--- src/rtl/data_bus_writeback_pkg.sv ---
// data_bus_writeback_pkg: shared CPU destination codes, reset values and store FSM states
package data_bus_writeback_pkg;
  typedef logic [2:0] dest_t;
  localparam dest_t DEST_A   = 3'd0;
  localparam dest_t DEST_MEM = 3'd1;
  localparam dest_t DEST_MDR = 3'd2;
  localparam dest_t DEST_SP  = 3'd3;
  localparam dest_t DEST_Y   = 3'd4;
  localparam dest_t DEST_X   = 3'd5;
  localparam logic [7:0] SP_RESET = 8'hFD;
  typedef enum logic {ST_IDLE, ST_REQ} store_state_t;
endpackage

--- src/rtl/data_bus_writeback_if.sv ---
// data_bus_writeback_if: write-back strobe inputs and memory store handshake
interface data_bus_writeback_if;
  import data_bus_writeback_pkg::*;
  logic [7:0] in_data_bus;
  logic load_stb;
  dest_t load_dest;
  logic update_nz;
  logic [15:0] in_mem_addr;
  logic mem_wr_ack;
  logic mem_wr_req;
  logic [15:0] mem_wr_addr;
  logic [7:0] mem_wr_data;
  modport master (
    output in_data_bus, load_stb, load_dest, update_nz, in_mem_addr, mem_wr_ack,
    input mem_wr_req, mem_wr_addr, mem_wr_data
  );
  modport slave (
    input in_data_bus, load_stb, load_dest, update_nz, in_mem_addr, mem_wr_ack,
    output mem_wr_req, mem_wr_addr, mem_wr_data
  );
endinterface

--- src/rtl/data_bus_writeback_store_handshake.sv ---
// store_handshake: memory store request FSM with ack timeout
module store_handshake
  import data_bus_writeback_pkg::*;
#(
  parameter int ACK_TIMEOUT = 16
) (
  input  logic clk,
  input  logic rst_n,
  input  logic store_stb,
  input  logic [7:0] wr_data_in,
  input  logic [15:0] wr_addr_in,
  input  logic mem_wr_ack,
  output logic mem_wr_req,
  output logic [15:0] mem_wr_addr,
  output logic [7:0] mem_wr_data,
  output logic busy,
  output logic store_reject,
  output logic mem_timeout
);
  localparam int CW = ACK_TIMEOUT > 1 ? $clog2(ACK_TIMEOUT) : 1;
  store_state_t state, next_state;
  logic [CW-1:0] cnt;
  logic expired;
  assign expired = cnt == CW'(ACK_TIMEOUT - 1);
  // state register
  always_ff @(posedge clk or negedge rst_n)
    if (!rst_n) state <= ST_IDLE;
    else state <= next_state;
  // next state: ack wins over an expiring counter
  always_comb
    next_state = state == ST_IDLE ? (store_stb ? ST_REQ : ST_IDLE)
                                  : (mem_wr_ack || expired ? ST_IDLE : ST_REQ);
  // outputs decoded from state
  always_comb begin
    mem_wr_req = state == ST_REQ;
    busy = state == ST_REQ;
    store_reject = store_stb && state == ST_REQ;
  end
  // latch store payload, run the timeout counter, register the timeout pulse
  always_ff @(posedge clk or negedge rst_n)
    if (!rst_n) begin
      mem_wr_addr <= '0;
      mem_wr_data <= '0;
      cnt <= '0;
      mem_timeout <= 1'b0;
    end else begin
      mem_timeout <= state == ST_REQ && !mem_wr_ack && expired;
      if (state == ST_IDLE && store_stb) begin
        mem_wr_addr <= wr_addr_in;
        mem_wr_data <= wr_data_in;
        cnt <= '0;
      end else if (state == ST_REQ && !expired) cnt <= cnt + 1'b1;
    end
endmodule

--- src/rtl/data_bus_writeback.sv ---
// data_bus_writeback: register bank, N/Z flags and memory store write-back
module data_bus_writeback
  import data_bus_writeback_pkg::*;
#(
  parameter int ACK_TIMEOUT = 16
) (
  input  logic clk,
  input  logic rst_n,
  data_bus_writeback_if.slave bus,
  output logic [7:0] out_a,
  output logic [7:0] out_x,
  output logic [7:0] out_y,
  output logic [7:0] out_mdr,
  output logic [7:0] out_sp,
  output logic flag_n,
  output logic flag_z,
  output logic busy,
  output logic load_err,
  output logic mem_timeout
);
  logic bad_dest, nz_dest, store_reject;
  assign bad_dest = bus.load_dest > DEST_X;
  assign nz_dest = bus.load_dest == DEST_A || bus.load_dest == DEST_X || bus.load_dest == DEST_Y;
  store_handshake #(.ACK_TIMEOUT(ACK_TIMEOUT)) u_store (
    .clk(clk),
    .rst_n(rst_n),
    .store_stb(bus.load_stb && bus.load_dest == DEST_MEM),
    .wr_data_in(bus.in_data_bus),
    .wr_addr_in(bus.in_mem_addr),
    .mem_wr_ack(bus.mem_wr_ack),
    .mem_wr_req(bus.mem_wr_req),
    .mem_wr_addr(bus.mem_wr_addr),
    .mem_wr_data(bus.mem_wr_data),
    .busy(busy),
    .store_reject(store_reject),
    .mem_timeout(mem_timeout)
  );
  // register loads, flag updates and the rejected-strobe pulse
  always_ff @(posedge clk or negedge rst_n)
    if (!rst_n) begin
      out_a <= '0;
      out_x <= '0;
      out_y <= '0;
      out_mdr <= '0;
      out_sp <= SP_RESET;
      flag_n <= 1'b0;
      flag_z <= 1'b0;
      load_err <= 1'b0;
    end else begin
      load_err <= bus.load_stb && bad_dest || store_reject;
      if (bus.load_stb && bus.load_dest == DEST_A) out_a <= bus.in_data_bus;
      if (bus.load_stb && bus.load_dest == DEST_X) out_x <= bus.in_data_bus;
      if (bus.load_stb && bus.load_dest == DEST_Y) out_y <= bus.in_data_bus;
      if (bus.load_stb && bus.load_dest == DEST_MDR) out_mdr <= bus.in_data_bus;
      if (bus.load_stb && bus.load_dest == DEST_SP) out_sp <= bus.in_data_bus;
      if (bus.load_stb && bus.update_nz && nz_dest) begin
        flag_n <= bus.in_data_bus[7];
        flag_z <= bus.in_data_bus == 8'h00;
      end
    end
endmodule

--- src/flat_wrapper.sv ---
// flat-port wrapper written by rule: the top's interface ports become plain ports
module data_bus_writeback_flat import data_bus_writeback_pkg::*;
#(
  parameter int ACK_TIMEOUT = 16
)
  (clk, rst_n, out_a, out_x, out_y, out_mdr, out_sp, flag_n, flag_z, busy, load_err, mem_timeout, bus_in_data_bus, bus_load_stb, bus_load_dest, bus_update_nz, bus_in_mem_addr, bus_mem_wr_ack, bus_mem_wr_req, bus_mem_wr_addr, bus_mem_wr_data);
  data_bus_writeback_if bus_i ();
  input  logic clk;
  input  logic rst_n;
  output logic [7:0] out_a;
  output logic [7:0] out_x;
  output logic [7:0] out_y;
  output logic [7:0] out_mdr;
  output logic [7:0] out_sp;
  output logic flag_n;
  output logic flag_z;
  output logic busy;
  output logic load_err;
  output logic mem_timeout;
  input wire logic [$bits(bus_i.in_data_bus)-1:0] bus_in_data_bus;
  input wire logic [$bits(bus_i.load_stb)-1:0] bus_load_stb;
  input wire logic [$bits(bus_i.load_dest)-1:0] bus_load_dest;
  input wire logic [$bits(bus_i.update_nz)-1:0] bus_update_nz;
  input wire logic [$bits(bus_i.in_mem_addr)-1:0] bus_in_mem_addr;
  input wire logic [$bits(bus_i.mem_wr_ack)-1:0] bus_mem_wr_ack;
  output wire logic [$bits(bus_i.mem_wr_req)-1:0] bus_mem_wr_req;
  output wire logic [$bits(bus_i.mem_wr_addr)-1:0] bus_mem_wr_addr;
  output wire logic [$bits(bus_i.mem_wr_data)-1:0] bus_mem_wr_data;
  assign bus_i.in_data_bus = bus_in_data_bus;
  assign bus_i.load_stb = bus_load_stb;
  assign bus_i.load_dest = bus_load_dest;
  assign bus_i.update_nz = bus_update_nz;
  assign bus_i.in_mem_addr = bus_in_mem_addr;
  assign bus_i.mem_wr_ack = bus_mem_wr_ack;
  assign bus_mem_wr_req = bus_i.mem_wr_req;
  assign bus_mem_wr_addr = bus_i.mem_wr_addr;
  assign bus_mem_wr_data = bus_i.mem_wr_data;
  data_bus_writeback #(.ACK_TIMEOUT(ACK_TIMEOUT)) u_core (.clk(clk), .rst_n(rst_n), .bus(bus_i), .out_a(out_a), .out_x(out_x), .out_y(out_y), .out_mdr(out_mdr), .out_sp(out_sp), .flag_n(flag_n), .flag_z(flag_z), .busy(busy), .load_err(load_err), .mem_timeout(mem_timeout));
endmodule
--- config.mk ---
export PLATFORM = sky130hd
export DESIGN_NAME = data_bus_writeback_flat
export DESIGN_NICKNAME = d
export VERILOG_FILES = /design/src/rtl/data_bus_writeback_pkg.sv /design/src/rtl/data_bus_writeback_if.sv /design/src/rtl/data_bus_writeback_store_handshake.sv /design/src/rtl/data_bus_writeback.sv /design/src/flat_wrapper.sv
export SDC_FILE = /design/constraint.sdc
export NUM_CORES = 1
export LEC_CHECK = 0
export CAP_MARGIN = 30
export CELL_PAD_IN_SITES_DETAIL_PLACEMENT = 0
export CELL_PAD_IN_SITES_GLOBAL_PLACEMENT = 2
export CORE_MARGIN = 4
export CORE_UTILIZATION = 32
export CTS_CLUSTER_SIZE = 25
export DETAILED_ROUTE_END_ITERATION = 10
export MAX_ROUTING_LAYER = met4
export PLACE_DENSITY = 0.92
export SYNTH_ARGS = -nofsm -noshare
export SYNTH_HDL_FRONTEND = slang
export SYNTH_SLANG_ARGS = --single-unit
--- constraint.sdc ---
create_clock -name clk -period 3.2 [get_ports clk]
set_input_delay 0.64 -clock clk [delete_from_list [all_inputs] [get_ports clk]]
set_output_delay 0.64 -clock clk [all_outputs]
set_load 0.01 [all_outputs]
# After elaboration in Yosys (flattened, before gate mapping)
# Cells that the tools add are included.
# word_totals
out_inout_bits,70
wordCells,50
ff_bits,73
input_bits,32
# classes
n_eq_ne,6
n_lt_le_gt_ge,1
muxes,5
n_reduce_logical,23
add_sub_neg,1
bitwise_logic,1
# ops
op,n
logical AND 1 bit,14
zero test 8 bit,1
two-way mux 4 bit,2
== test 3 x 2 -> 1 bit (second input constant),2
== test 3 bit (second input constant),2
adder 4 x 1 -> 4 bit (second input constant),1
== test 4 bit (second input constant),1
logical OR 1 bit,4
== test 3 x 1 -> 1 bit (second input constant),1
> comparator 3 bit (second input constant),1
zero test 3 bit,1
two-way mux 1 bit,3
zero test 1 bit,2
nonzero test 2 bit,1
NOT 1 bit,1

# Depth between registers and ports, before layout
# Gate-level depths: netlist (run 1).
# depth
depth_word,5
depth_mapped,5
ltp_nobuf,4

# Hierarchy
# A second synthesis (run 1) with hierarchy kept.
# unflattened
cells_unflattened,182
area_unflattened_um2,2987.9
# by_module_without_submodules
module,n_inst,cells_per_inst,area_per_inst_um2,seq_area_each_um2
data_bus_writeback,1,103,1699.1,1084.8
store_handshake,1,79,1288.7,750.7

# Worst setup path after synthesis (run 1)
# No wires, ideal clock.
# synth_path
path_type,input -> register
from,input bus_load_dest[2]
to,register u_core.u_store.mem_wr_addr[10]
n_path_buf,2
setup_slack_ps,1311
t_required_ps,3075
setup_ps,125
arrival_time_ps,1764
cell_stages,5
path_cell_list,buf_6 nand2b_4 nor3_4 buf_6 mux2_4
# synth_between
elab_chain_len,3
# synth_rtl
element,line,source
start: declaration,flat_wrapper.sv:22,input wire logic [$bits(bus_i.load_dest)-1:0] bus_load_dest;
== test 3 x 1 -> 1 bit,data_bus_writeback.sv:27,".store_stb(bus.load_stb && bus.load_dest == DEST_MEM),"
logical AND 1 bit,data_bus_writeback.sv:27,
logical AND 1 bit,data_bus_writeback_store_handshake.sv:48,if (state == ST_IDLE && store_stb) begin
end signal: assignment,data_bus_writeback_store_handshake.sv:49,mem_wr_addr <= wr_addr_in;
end: declaration,data_bus_writeback_store_handshake.sv:14,"output logic [15:0] mem_wr_addr,"
# Every way passes these cells.
# A chain may end at the register's enable or synchronous reset.

# Final worst setup path (run 1)
# layout_path
from,register u_core.u_store.state (netlist: u_core.u_store.busy)
to,output busy
# layout_lines
element,line,source
start: declaration,data_bus_writeback_store_handshake.sv:21,"store_state_t state, next_state;"
start signal: assignment,data_bus_writeback_store_handshake.sv:28,else state <= next_state;
end: declaration,flat_wrapper.sv:17,output logic busy;
# No word-level cell between the ends.

==> impl_metrics.tcl, run 1 <==
set metrics [dict create \
    status "completed" \
    grt_overflow_total 0 \
    die_h_um 104 \
    netlist_top_cells_count "66 x dfrtp_1, 50 x mux2_2, 15 x mux2_4" \
    drt_wl_total_mm 7.20 \
    gp_congestion 0.699 \
    diodes 0 \
    drv_cap 0 \
    synth_edf_count 0 \
    yosysWarnings 0 \
    hold_viol 0 \
    fmax_ghz 0.454 \
    crit_type "flip-flop to primary output" \
    grt_pass1_wl_mm 11.6 \
    ys_seq_elements 73 \
    ff2ff_setup_slack_ps 1480 \
    vias 1895 \
    synth_flop_cell "dfrtp_1" \
    maxSlewHeadroom_pct 38.3 \
    start_util_pct 33.5 \
    rows 34 \
    cts_tree "yes" \
    synthArstFlopShare_pct 100 \
    port_buffers 101 \
    cts-buffers-inserted 9 \
    ys_top_cells_by_area "dfrtp_1 56%, mux2_2 19%, mux2_4 7.6%" \
    fp.dieArea_mm2 0.0109 \
    ctsHoldBuffers 0 \
    crit_family "buffers and inverters" \
    core_mm2 0.00885 \
    cts-resized-gates 0 \
    leakage_nw 1.80 \
    final_layout_size_suffix_gt1_share_pct 33.2 \
    syn_inst 184 \
    period_needed_ps 2200 \
    die-width_um 104 \
    dp_hpwl_mm 5.05 \
    crit_path_top_delay_cell "clkdlybuf4s50_1" \
    finalCritPeriodShare_pct 68.9 \
    synth.net_count 217 \
    drc 0 \
    crit_path_max_fanout 13 \
    pin_count 102 \
    crit_path_max_incr_delay_ps 620 \
    clkSinkCount 73 \
    yosysUniqueCellTypes 34 \
    clockRootBuffer "clkbuf_8" \
    ys_seq_area_share_pct 62.0 \
    whs_ps 417 \
    finalPower_w 0.00277 \
    syn_area_mm2 0.00296 \
    end_kind "primary output" \
    start_kind "flip-flop" \
    wl_per_cell_um 17.7 \
    rsz0062_at_grt "false" \
    peakVddDrop_v 0.000286 \
    max-clock-path-buffers 2 \
    crit_arrival_ps 1560 \
    finalSetupViolCount 0 \
    dpl_cell_area_mm2 0.00408 \
    path_cells "clkdlybuf4s50_1" \
    ant_nets 0 \
    post_cts_buffers 0 \
    tns_ps 0 \
    avgSynthCellArea_um2 16.1 \
    hold_class "input port to asynchronous set/reset pin" \
    nets 326 \
    viasPerCell 4.67 \
    synth_top_cell_area_share_pct 55.8 \
    clkLatencyLatePin_ps 340 \
    finalClockSkew_ps 8.75 \
    synth.most_common_cell "dfrtp_1" \
    firstDrtPassIters 3 \
    tightest_slew_ps 925 \
    drv_slew 0 \
    clk_pin_slew_ps 70 \
    antenna_found_initial 0 \
    drt_iter0_drc 60 \
    grt_max_degree 74 \
    grt_pass1_vias 2069 \
    postLayoutCellArea_mm2 0.00425 \
    cts_max_level 3 \
    cp.required_ps 2560 \
    area_growth_pct 43.7 \
    yosysTopAreaCell "dfrtp_1" \
    power_density_mw_per_mm2 651 \
    critPathBufInv 1 \
    final_core_util_pct 48.1 \
    track_usage_pct 14.3 \
]
==> report_power, final <==
part           internal [W]  total [W]  switching [W]
Combinational      0.000545   0.000846       0.000301
Sequential          0.00115    0.00128       0.000128
Clock              0.000321   0.000648       0.000327
==> worst paths after layout <==
check                                                   start                                        end  cells after the start
worst max-delay path            u_core.u_store.busy$_DFF_PN0_                                       busy                      1
max in group asynchronous                               rst_n  u_core.u_store.mem_wr_addr[0]$_DFFE_PN0P_                      1
worst max register to register  u_core.u_store.busy$_DFF_PN0_  u_core.u_store.mem_wr_data[2]$_DFFE_PN0P_                      2
worst min register to register    u_core.out_y[4]$_DFFE_PN0P_                u_core.out_y[4]$_DFFE_PN0P_                      1
min in group clk                  u_core.out_y[4]$_DFFE_PN0P_                u_core.out_y[4]$_DFFE_PN0P_                      1
worst min-delay path                                    rst_n  u_core.u_store.mem_wr_addr[1]$_DFFE_PN0P_                      1
==> kinds of logic (layout without fill, tap and decap cells) <==
kind of cell	Yosys count	count (layout)	synth area share [%]
and+or+nand+nor	29	29	7.23
DFF	73	73	62.0
adders and majority gates	1	1	0.423
muxes	66	66	27.0
buffers and inverters	9	123	2.11
AOI/OAI and AO/OA	6	6	1.27
==> per-stage QoR <==
step	setup WS, ps	instances
floorplan	1310	184
global placement	701	390
detailed placement	665	390
CTS	973	406
global route	901	406
finish	995	406
==> layer usage <==
layer,up-vias,track usage (%),wire length [um]
li1,875,-,-
met1,964,18.1,3240
met2,46,22.7,3590
met3,10,2.61,247
met4,0,5.98,125
met5,-,-,0
==> final cells by class <==
class,count,area (um2)
Sequential cell,73,1840
Tap cell,108,135
Clock inverter,3,15.0
Multi-Input combinational cell,102,1060
Clock buffer,13,159
Inverter,2,7.51
Timing Repair Buffer,105,1040
Fill cell,794,4600
==> registers in the layout (all words and copies together) (netlist names), 4 cells and up <==
name                        flops
u_core.u_store.mem_wr_data      8
u_core.u_store.mem_wr_addr     16
u_core.out_a                    8
u_core.out_mdr                  8
u_core.u_store.cnt              4
u_core.out_x                    8
u_core.out_y                    8
u_core.out_sp                   8
==> placed cells by master (no fill, tap or decap) <==
cell type	netlist	routed
mux2i_1	1	1
nor3_1	2	2
o21ai_0	1	1
inv_1	2	2
nor3_4	1	1
nand3_1	2	2
clkdlybuf4s50_1	0	100
nand4_1	3	3
nand2_1	3	3
and3_1	2	2
nor3b_2	1	1
nor2_1	1	1
ha_1	1	1
nand2b_4	2	2
or2_2	1	1
nor2b_1	2	2
nor4bb_1	1	1
nand2b_1	1	1
dfrtp_1	66	66
nor3_2	2	2
a31o_2	1	1
or3_1	1	1
clkbuf_1	1	2
buf_4	1	5
a31oi_1	1	1
dfstp_2	7	7
nor4_1	2	2
mux2_4	15	15
and4b_1	1	1
mux2_2	50	50
a21oi_1	2	2
nand3b_1	1	1
clkinv_2	0	3
a211oi_1	1	1
clkbuf_8	0	11
No activity file was read; power rests on OpenSTA's default activity.
==> run 2: changes to the inputs <==
--- a/config.mk
+++ b/config.mk
@@ -9,11 +9,11 @@
 export CELL_PAD_IN_SITES_DETAIL_PLACEMENT = 0
 export CELL_PAD_IN_SITES_GLOBAL_PLACEMENT = 2
 export CORE_MARGIN = 4
-export CORE_UTILIZATION = 32
+export CORE_UTILIZATION = 27
 export CTS_CLUSTER_SIZE = 25
 export DETAILED_ROUTE_END_ITERATION = 10
 export MAX_ROUTING_LAYER = met4
-export PLACE_DENSITY = 0.92
+export PLACE_DENSITY = 0.84
 export SYNTH_ARGS = -nofsm -noshare
 export SYNTH_HDL_FRONTEND = slang
 export SYNTH_SLANG_ARGS = --single-unit
==> constraint.sdc (replaced) <==
create_clock -name clk -period 2 [get_ports clk]
set_input_delay 0.4 -clock clk [delete_from_list [all_inputs] [get_ports clk]]
set_output_delay 0.4 -clock clk [all_outputs]
set_load 0.01 [all_outputs]
==> run 2 against run 1 <==
Final cell count grew 11%; setup slack got worse by 840 ps; first-iteration DRC count shrank 52%; highest routed layer unchanged.
==> impl_metrics.tcl, run 2 (synthesis gave the netlist of run 1 again) <==
set metrics [dict create \
    post_cts_buffers 0 \
    crit_path_max_fanout 2 \
    drv_cap 0 \
    dpl_cell_area_mm2 0.00425 \
    crit_path_max_incr_delay_ps 560 \
    gp_congestion 0.755 \
    rsz0062_at_grt "false" \
    ant_nets 0 \
    clkLatencyLatePin_ps 340 \
    viasPerCell 4.41 \
    fp.dieArea_mm2 0.0127 \
    final_layout_size_suffix_gt1_share_pct 36.3 \
    rows 37 \
    cts_tree "yes" \
    grt_overflow_total 0 \
    end_kind "primary output" \
    clk_pin_slew_ps 70 \
    reg2reg_to "u_core.u_store.mem_wr_data[3]$_DFFE_PN0P_" \
    die_h_um 113 \
    drc 0 \
    path_cells "clkdlybuf4s50_1" \
    r2r_cells 3 \
    crit_path_top_delay_cell "clkdlybuf4s50_1" \
    port_buffers 101 \
    vias 1985 \
    die-width_um 113 \
    pin_count 102 \
    maxSlewHeadroom_pct 74.0 \
    period_needed_ps 1840 \
    crit_family "buffers and inverters" \
    hold_class "input port to asynchronous set/reset pin" \
    nets 342 \
    grt_pass1_wl_mm 12.2 \
    finalCritPeriodShare_pct 92.0 \
    cts_max_level 3 \
    firstDrtPassIters 4 \
    finalSetupViolCount 0 \
    track_usage_pct 12.8 \
    final_cells 450 \
    wl_per_cell_um 16.9 \
    hold_viol 0 \
    placed_cells 433 \
    drv_slew 0 \
    grt_pass1_vias 2230 \
    start_kind "flip-flop" \
    final_common_cell "clkdlybuf4s50_1" \
    area_growth_pct 50.4 \
    crit_arrival_ps 1440 \
    tightest_slew_ps 387 \
    finalClockSkew_ps 3.01 \
    largest_reg_flops 16 \
    cp.required_ps 1600 \
    peakVddDrop_v 0.000423 \
    cts-buffers-inserted 9 \
    power_density_mw_per_mm2 1020 \
    dp_hpwl_mm 5.70 \
    ff2ff_setup_slack_ps 480 \
    core_mm2 0.0105 \
    diodes 0 \
    drt_wl_total_mm 7.60 \
    timing.rr.start "u_core.u_store.busy$_DFF_PN0_" \
    antenna_found_initial 0 \
    crit_type "flip-flop to primary output" \
    status "completed" \
    clockRootBuffer "clkbuf_8" \
    drt_iter0_drc 29 \
    preCtsSetupSlack_ps -32.7 \
    max-clock-path-buffers 2 \
    timing.final.ws_setup_ps 159 \
    fmax_ghz 0.543 \
    leakage_nw 1.88 \
    layout_common_cells "100 x clkdlybuf4s50_1, 65 x dfrtp_1, 50 x mux2_2" \
    start_util_pct 28.2 \
    clkSinkCount 73 \
    top_register "u_core.u_store.mem_wr_addr" \
    grt_max_degree 60 \
    postLayoutCellArea_mm2 0.00445 \
    critPathBufInv 1 \
]
-- run 2: timing repair --
action | 4_1_cts | 5_1_grt
resized for setup | 1 | 0
hold buffers | 1 | 0
endpoints found under the setup margin | 2 | 0
hold endpoints to repair | 14 | 0
-- run 2: routing by layer --
metal | vias up | wire length, um | GRT usage, % | part of all wire (%)
li1 | 914 | - | - | -
met1 | 1003 | 3460 | 16.7 | 46
met2 | 56 | 3680 | 19.7 | 48
met3 | 12 | 304 | 2.35 | 4.0
met4 | 0 | 154 | 5.69 | 2.0
met5 | - | 0 | - | 0
-- run 2: through the flow --
step / hold WS (ps) / total power, W / TNS (ps) / util (%)
final: 467 / 0.00456 / 0 / 42.4
after global routing: 477 / 0.00481 / 0 / 42.4
after CTS: 447 / 0.00464 / 0 / 42.4
after detailed placement: 270 / 0.00348 / -206 / 40.5
after global placement: 275 / 0.00346 / -99.3 / 40.5
after floorplan: 104 / 0.00260 / 0 / -
-- run 2: power by group --
| group | total [W] | switching (W) | internal (W) |
|---|---|---|---|
| Clock | 0.00113 | 0.000518 | 0.000609 |
| Sequential | 0.00206 | 0.000219 | 0.00184 |
| Combinational | 0.00137 | 0.000483 | 0.000892 |
| Total | 0.00456 | 0.00122 | 0.00334 |
-- run 2: final cells by class --
class / count / area [um2]
fillers: 986 / 6060
flip-flops and latches: 73 / 1840
repair buffers: 121 / 1190
multi-input cells: 102 / 1060
well taps: 136 / 170
clock buffers: 13 / 149
clock inverters: 3 / 40.0
inverters: 2 / 7.51
-- run 2: worst max-delay path by stage --
stage / from / to / cells after the start
after global routing: u_core.u_store.busy$_DFF_PN0_ / busy / 1
after global placement: bus_load_dest[1] / u_core.u_store.mem_wr_data[1]$_DFFE_PN0P_ / 5
after detailed placement: bus_load_dest[1] / u_core.u_store.mem_wr_data[3]$_DFFE_PN0P_ / 5
after floorplan: bus_load_dest[2] / u_core.u_store.mem_wr_addr[10]$_DFFE_PN0P_ / 5
final: u_core.out_sp[5]$_DFFE_PN1P_ / out_sp[5] / 1
after CTS: u_core.u_store.busy$_DFF_PN0_ / busy / 1
==> patch 1: new RTL, settings of run 2 <==
`ACK_TIMEOUT` is set to 16 in 3 places; all go to 32.
--- a/src/rtl/data_bus_writeback_store_handshake.sv
+++ b/src/rtl/data_bus_writeback_store_handshake.sv
@@ -4,3 +4,3 @@
 #(
-  parameter int ACK_TIMEOUT = 16
+  parameter int ACK_TIMEOUT = 32
 ) (
--- a/src/rtl/data_bus_writeback.sv
+++ b/src/rtl/data_bus_writeback.sv
@@ -4,3 +4,3 @@
 #(
-  parameter int ACK_TIMEOUT = 16
+  parameter int ACK_TIMEOUT = 32
 ) (
--- a/src/flat_wrapper.sv
+++ b/src/flat_wrapper.sv
@@ -3,3 +3,3 @@
 #(
-  parameter int ACK_TIMEOUT = 16
+  parameter int ACK_TIMEOUT = 32
 )
Check against the original RTL: same outputs for any inputs over 10 cycles, from zero or initial values and one cycle with rst_n low; that may be too few to reach the edited logic, so the function may still have changed.
==> patch 1 against run 2 <==
Synthesized area rose by 0.42%; hold slack got worse by 1.1 ps; cell area rose by 0.20%; power fell by 3.7%; utilization fell by 1.0 points; wire length fell by 3.3%; setup slack got worse by 58 ps; sequential cell count rose by 1; cell count rose by 1.1%; count of clock-buffer cells in the layout fell by 2; largest cell class unchanged.
==> patch 1: results (changes against run 2) <==
| Metric | Value |
|---|---|
| Multiplexer share of the synthesized area | `25.6% (was 27.0%)` |
| Top cells by instance count after synthesis | `dfrtp_1 (67), mux2_2 (60), dfstp_2 (7) (was dfrtp_1 (66), mux2_2 (50), mux2_4 (15))` |
| DRT met1 WL | `3310 µm (was 3460 µm)` |
| Post-Syn Nets | `221 (was 217)` |
| Worst r2r path cells | `6 (was 3)` |
| Vias in the first global route | `2101 (was 2230)` |
| DR WL met3 | `273 µm (was 304 µm)` |
| Worst Tran Pin Value | `350 ps (was 387 ps)` |
| Syn Inst Count | `187 (was 184)` |
| Met2 Routed Length | `3650 µm (was 3680 µm)` |
| Crit Reg-Reg Endpoint | `u_core.u_store.cnt[3] (was u_core.u_store.mem_wr_data[3])` |
| Wire per inst | `16.1 µm (was 16.9 µm)` |
| Vias | `1955 (was 1985)` |
| Global-route track usage on met1 | `15.4% (was 16.7%)` |
| Crit path DAT | `1500 ps (was 1440 ps)` |
| GP Congestion | `0.729 (was 0.755)` |
| Worst hold slack | `465 ps (was 467 ps)` |
| VDD IR-drop max | `0.433 mV (was 0.423 mV)` |
| Placed instance area | `4280 µm² (was 4250 µm²)` |
| Crit-path max FO | `9 (was 2)` |
| Global-route wire length before repair | `11500 µm (was 12200 µm)` |
| Static leakage power | `1.85 nW (was 1.88 nW)` |
| Worst R2R Setup Slack | `250 ps (was 480 ps)` |
| Synth Area in XOR/XNOR | `0.295% (was 0%)` |
| Slowest Stage Delay on Critical Path | `610 ps (was 560 ps)` |
| Setup crit start | `u_core.u_store.busy (was u_core.out_sp[5])` |
| Placement Setup Slack | `-83.4 ps (was -32.7 ps)` |
| Worst path slowest cell | `clkdlybuf4s50_1 (unchanged)` |
| Sequential area share after synthesis | `62.6% (was 62.0%)` |
| GR Util met3 | `2.83% (was 2.35%)` |
| Worst Setup EP | `busy (was out_sp[5])` |
| Worst path top cell family by delay | `buffers and inverters (unchanged)` |
| Synth Area in Compound Gates | `1.56% (was 1.27%)` |
| Layout cells sized above 1 | `35.2% (was 36.3%)` |
| Final Cycle Share | `95.0% (was 92.0%)` |
| Synth top area cells | `dfrtp_1 (56%), mux2_2 (23%), dfstp_2 (6.2%) (was dfrtp_1 (56%), mux2_2 (19%), mux2_4 (7.6%))` |
| Post-cts resize count | `0 (was 1)` |
| Number of post-CTS setup repair buffers | `0 (unchanged)` |
| Finished Layout Cells | `455 (was 450)` |
| M2 GR Usage | `18.3% (was 19.7%)` |
| Fin nets | `344 (was 342)` |
| Largest net degree at the start of global routing | `58 (was 60)` |
| Initial DRC count | `48 (was 29)` |
| Post-Synth Adder-Cell Area | `0.842% (was 0.423%)` |
| Status | `completed (unchanged)` |
| Reg-to-reg startpoint | `u_core.u_store.cnt[0] (was u_core.u_store.busy)` |
| Placed cells | `438 (was 433)` |
| Clk_skew | `5.68 ps (was 3.01 ps)` |
| Placed wire-length estimate | `5450 µm (was 5700 µm)` |
| GRT Util Overall | `12.1% (was 12.8%)` |
| Post-synth cell types | `30 (was 34)` |
==> patch 1: cell types whose count changed after synthesis, moves of 2 or more <==
cell and change:
nor3_1 -2, o21ai_0 +3, mux2_2 +10, nand2_1 +3
buf_4 +2, mux2_4 -10, nand4_1 -3
==> patch 1: layout make-up <==
| cell class | count | area, µm² |
|---|---|---|
| clock buffers | 11 | 141 |
| clock inverters | 5 | 30.0 |
| fillers | 1017 | 6330 |
| inverters | 1 | 3.75 |
| multi-input cells | 105 | 1070 |
| flip-flops and latches | 74 | 1860 |
| well taps | 140 | 175 |
| repair buffers | 119 | 1180 |
==> patch 1: report_power, final <==
part | internal [W] | switching (W) | total [W] | leakage, nW
Combinational | 0.000847 | 0.000480 | 0.00133 | 0.877
Clock | 0.000478 | 0.000548 | 0.00103 | 0.0851
Sequential | 0.00185 | 0.000184 | 0.00204 | 0.891
==> patch 2: new RTL, settings of run 2 <==
Without the edit above. Make the reset (`rst_n`) synchronous in 3 clocked blocks.
--- a/src/rtl/data_bus_writeback_store_handshake.sv
+++ b/src/rtl/data_bus_writeback_store_handshake.sv
@@ -25,3 +25,3 @@
   // state register
-  always_ff @(posedge clk or negedge rst_n)
+  always_ff @(posedge clk)
     if (!rst_n) state <= ST_IDLE;
@@ -39,3 +39,3 @@
   // latch store payload, run the timeout counter, register the timeout pulse
-  always_ff @(posedge clk or negedge rst_n)
+  always_ff @(posedge clk)
     if (!rst_n) begin
--- a/src/rtl/data_bus_writeback.sv
+++ b/src/rtl/data_bus_writeback.sv
@@ -38,3 +38,3 @@
   // register loads, flag updates and the rejected-strobe pulse
-  always_ff @(posedge clk or negedge rst_n)
+  always_ff @(posedge clk)
     if (!rst_n) begin
Function: differs if rst_n is asserted again (counterexample within 4 cycles, from zero or initial values and one cycle with rst_n low); with rst_n held inactive, the same outputs for 10 cycles.
==> patch 2 against run 2 <==
Global-route usage is 2.0 points higher; setup slack improved by 70 ps; utilization is 2.5 points higher; wire length increased by 4.9%; largest cell class unchanged; cell area down 6.1%; synthesized area down 12%; non-clock buffer count grew 6; sequential cell count is the same.
Power is not compared: it rests on default switching activity, and its combinational part moved more than twofold at a synthesized area within 25%.
==> patch 2: results (changes against run 2) <==
| Metric | Value |
|---|---|
| Worst Setup EP | `busy (was out_sp[5])` |
| Syn. warnings | `0 (unchanged)` |
| GR Util met3 | `4.07% (was 2.35%)` |
| Status | `completed (unchanged)` |
| Clk_skew | `6.50 ps (was 3.01 ps)` |
| Synth top area cells | `dfxtp_1 (56%), a22o_1 (7.7%), nand2_1 (7.2%) (was dfrtp_1 (56%), mux2_2 (19%), mux2_4 (7.6%))` |
| Sequential area share after synthesis | `56.1% (was 62.0%)` |
| Global-route track usage on met1 | `19.8% (was 16.7%)` |
| Clock transition at path regs | `80 ps` |
| Signal buf overhead | `29.4% (was 26.6%)` |
| H-tree levels | `3 (unchanged)` |
| Worst hold slack | `457 ps (was 467 ps)` |
| Slowest Stage Delay on Critical Path | `580 ps (was 560 ps)` |
| CLK BUF | `10 (was 13)` |
| DR WL met3 | `424 µm (was 304 µm)` |
| Crit-path max FO | `10 (was 2)` |
| Reg-to-reg startpoint | `u_core.u_store.cnt[0] (was u_core.u_store.busy)` |
| M2 GR Usage | `21.4% (was 19.7%)` |
| Global-route wire length before repair | `12600 µm (was 12200 µm)` |
| Vias | `2383 (was 1985)` |
| Seq area share | `35.0% (was 41.3%)` |
| Clk sinks | `73 (unchanged)` |
| Non-clock inverter count | `2 (unchanged)` |
| Clock Power Share | `43.4%` |
| Multi-input combinational cell count | `174 (was 102)` |
| WL final | `7970 µm (was 7600 µm)` |
| Placed wire-length estimate | `5750 µm (was 5700 µm)` |
| FILL cells | `923 (was 986)` |
| Worst r2r path cells | `4 (was 3)` |
| Fin nets | `420 (was 342)` |
| Placed instance area | `3940 µm² (was 4250 µm²)` |
| Largest net degree at the start of global routing | `29 (was 60)` |
| Top cells by instance count after synthesis | `dfxtp_1 (73), nand2_1 (50), a21oi_1 (24) (was dfrtp_1 (66), mux2_2 (50), mux2_4 (15))` |
| GP Congestion | `0.732 (was 0.755)` |
| Buffers outside the clock class | `127 (was 121)` |
| Worst path top cell family by delay | `buffers and inverters (unchanged)` |
| Post-synth ARST share | `0% (was 100%)` |
| P_int | `0.00249 W` |
| Clock network area share | `5.80% (was 4.24%)` |
| Crit path DAT | `1370 ps (was 1440 ps)` |
| Crit Reg-Reg Endpoint | `u_core.u_store.cnt[0] (was u_core.u_store.mem_wr_data[3])` |
| Min-delay worst type | `register to register (was input port to asynchronous set/reset pin)` |
| Post-Syn Nets | `301 (was 217)` |
| Worst R2R Setup Slack | `680 ps (was 480 ps)` |
| Layout cells sized above 1 | `13.0% (was 36.3%)` |
| Fraction of area in multi-input gates | `25.7% (was 23.9%)` |
| DRT met1 WL | `3970 µm (was 3460 µm)` |
| Core area | `9330 µm² (was 10500 µm²)` |
| Initial DRC count | `106 (was 29)` |
| Setup crit start | `u_core.u_store.busy (was u_core.out_sp[5])` |
| GRT Util Overall | `14.8% (was 12.8%)` |
| Met2 Routed Length | `3470 µm (was 3680 µm)` |
| Slew HR | `75.6% (was 74.0%)` |
## patch 2: cell types whose count changed after synthesis, moves of 22 or more
cell and change:
dfxtp_1 +73, dfrtp_1 -66, a22o_1 +23, nand2_1 +47
mux2_2 -50, a21oi_1 +22
## patch 2: cell families after synthesis
group | count (synthesis) | synth area share (%)
AND/OR/NAND/NOR | 101 | 19.3
multiplexers | 16 | 6.14
AO/OA/AOI/OAI | 56 | 14.6
flip-flops | 73 | 56.1
adder cells (fa/ha/maj) | 1 | 0.480
buffers and inverters | 21 | 3.46
## patch 2: worst min-delay path, cell delays in order (launching register included)
cell     delay (ps)
dfxtp_1         310
nand2_1          50
a21oi_1          50
## patch 2: power groups by stage
stage / Clock (W) / Combinational (W) / Sequential, W
2_1_floorplan: 0 / 0.0000933 / 0.00155
3_3_place_gp: 0 / 0.000318 / 0.00154
3_5_place_dp: 0 / 0.000319 / 0.00154
4_1_cts: 0.00145 / 0.000321 / 0.00150
5_1_grt: 0.00151 / 0.000343 / 0.00151
6_report: 0.00140 / 0.000316 / 0.00150
## patch 2: stage by stage
| stage | setup WS [ps] | total power [W] | std cells | utilization (%) | TNS (ps) |
|---|---|---|---|---|---|
| 6_report | 230 | 0.00322 | 521 | 44.8 | 0 |
| 5_1_grt | 151 | 0.00336 | 521 | 44.8 | 0 |
| 4_1_cts | 47.7 | 0.00327 | 521 | 44.8 | 0 |
| 3_5_place_dp | -99.7 | 0.00186 | 505 | 42.2 | -799 |
| 3_3_place_gp | -93.2 | 0.00185 | 505 | 42.2 | -487 |
| 2_1_floorplan | 396 | 0.00164 | 268 | - | 0 |
## patch 2: what timing repair did
action / in CTS / in global routing
resized for setup: 0 / 1
setup endpoints to repair: 0 / 1
buffers inserted: 0 / 0
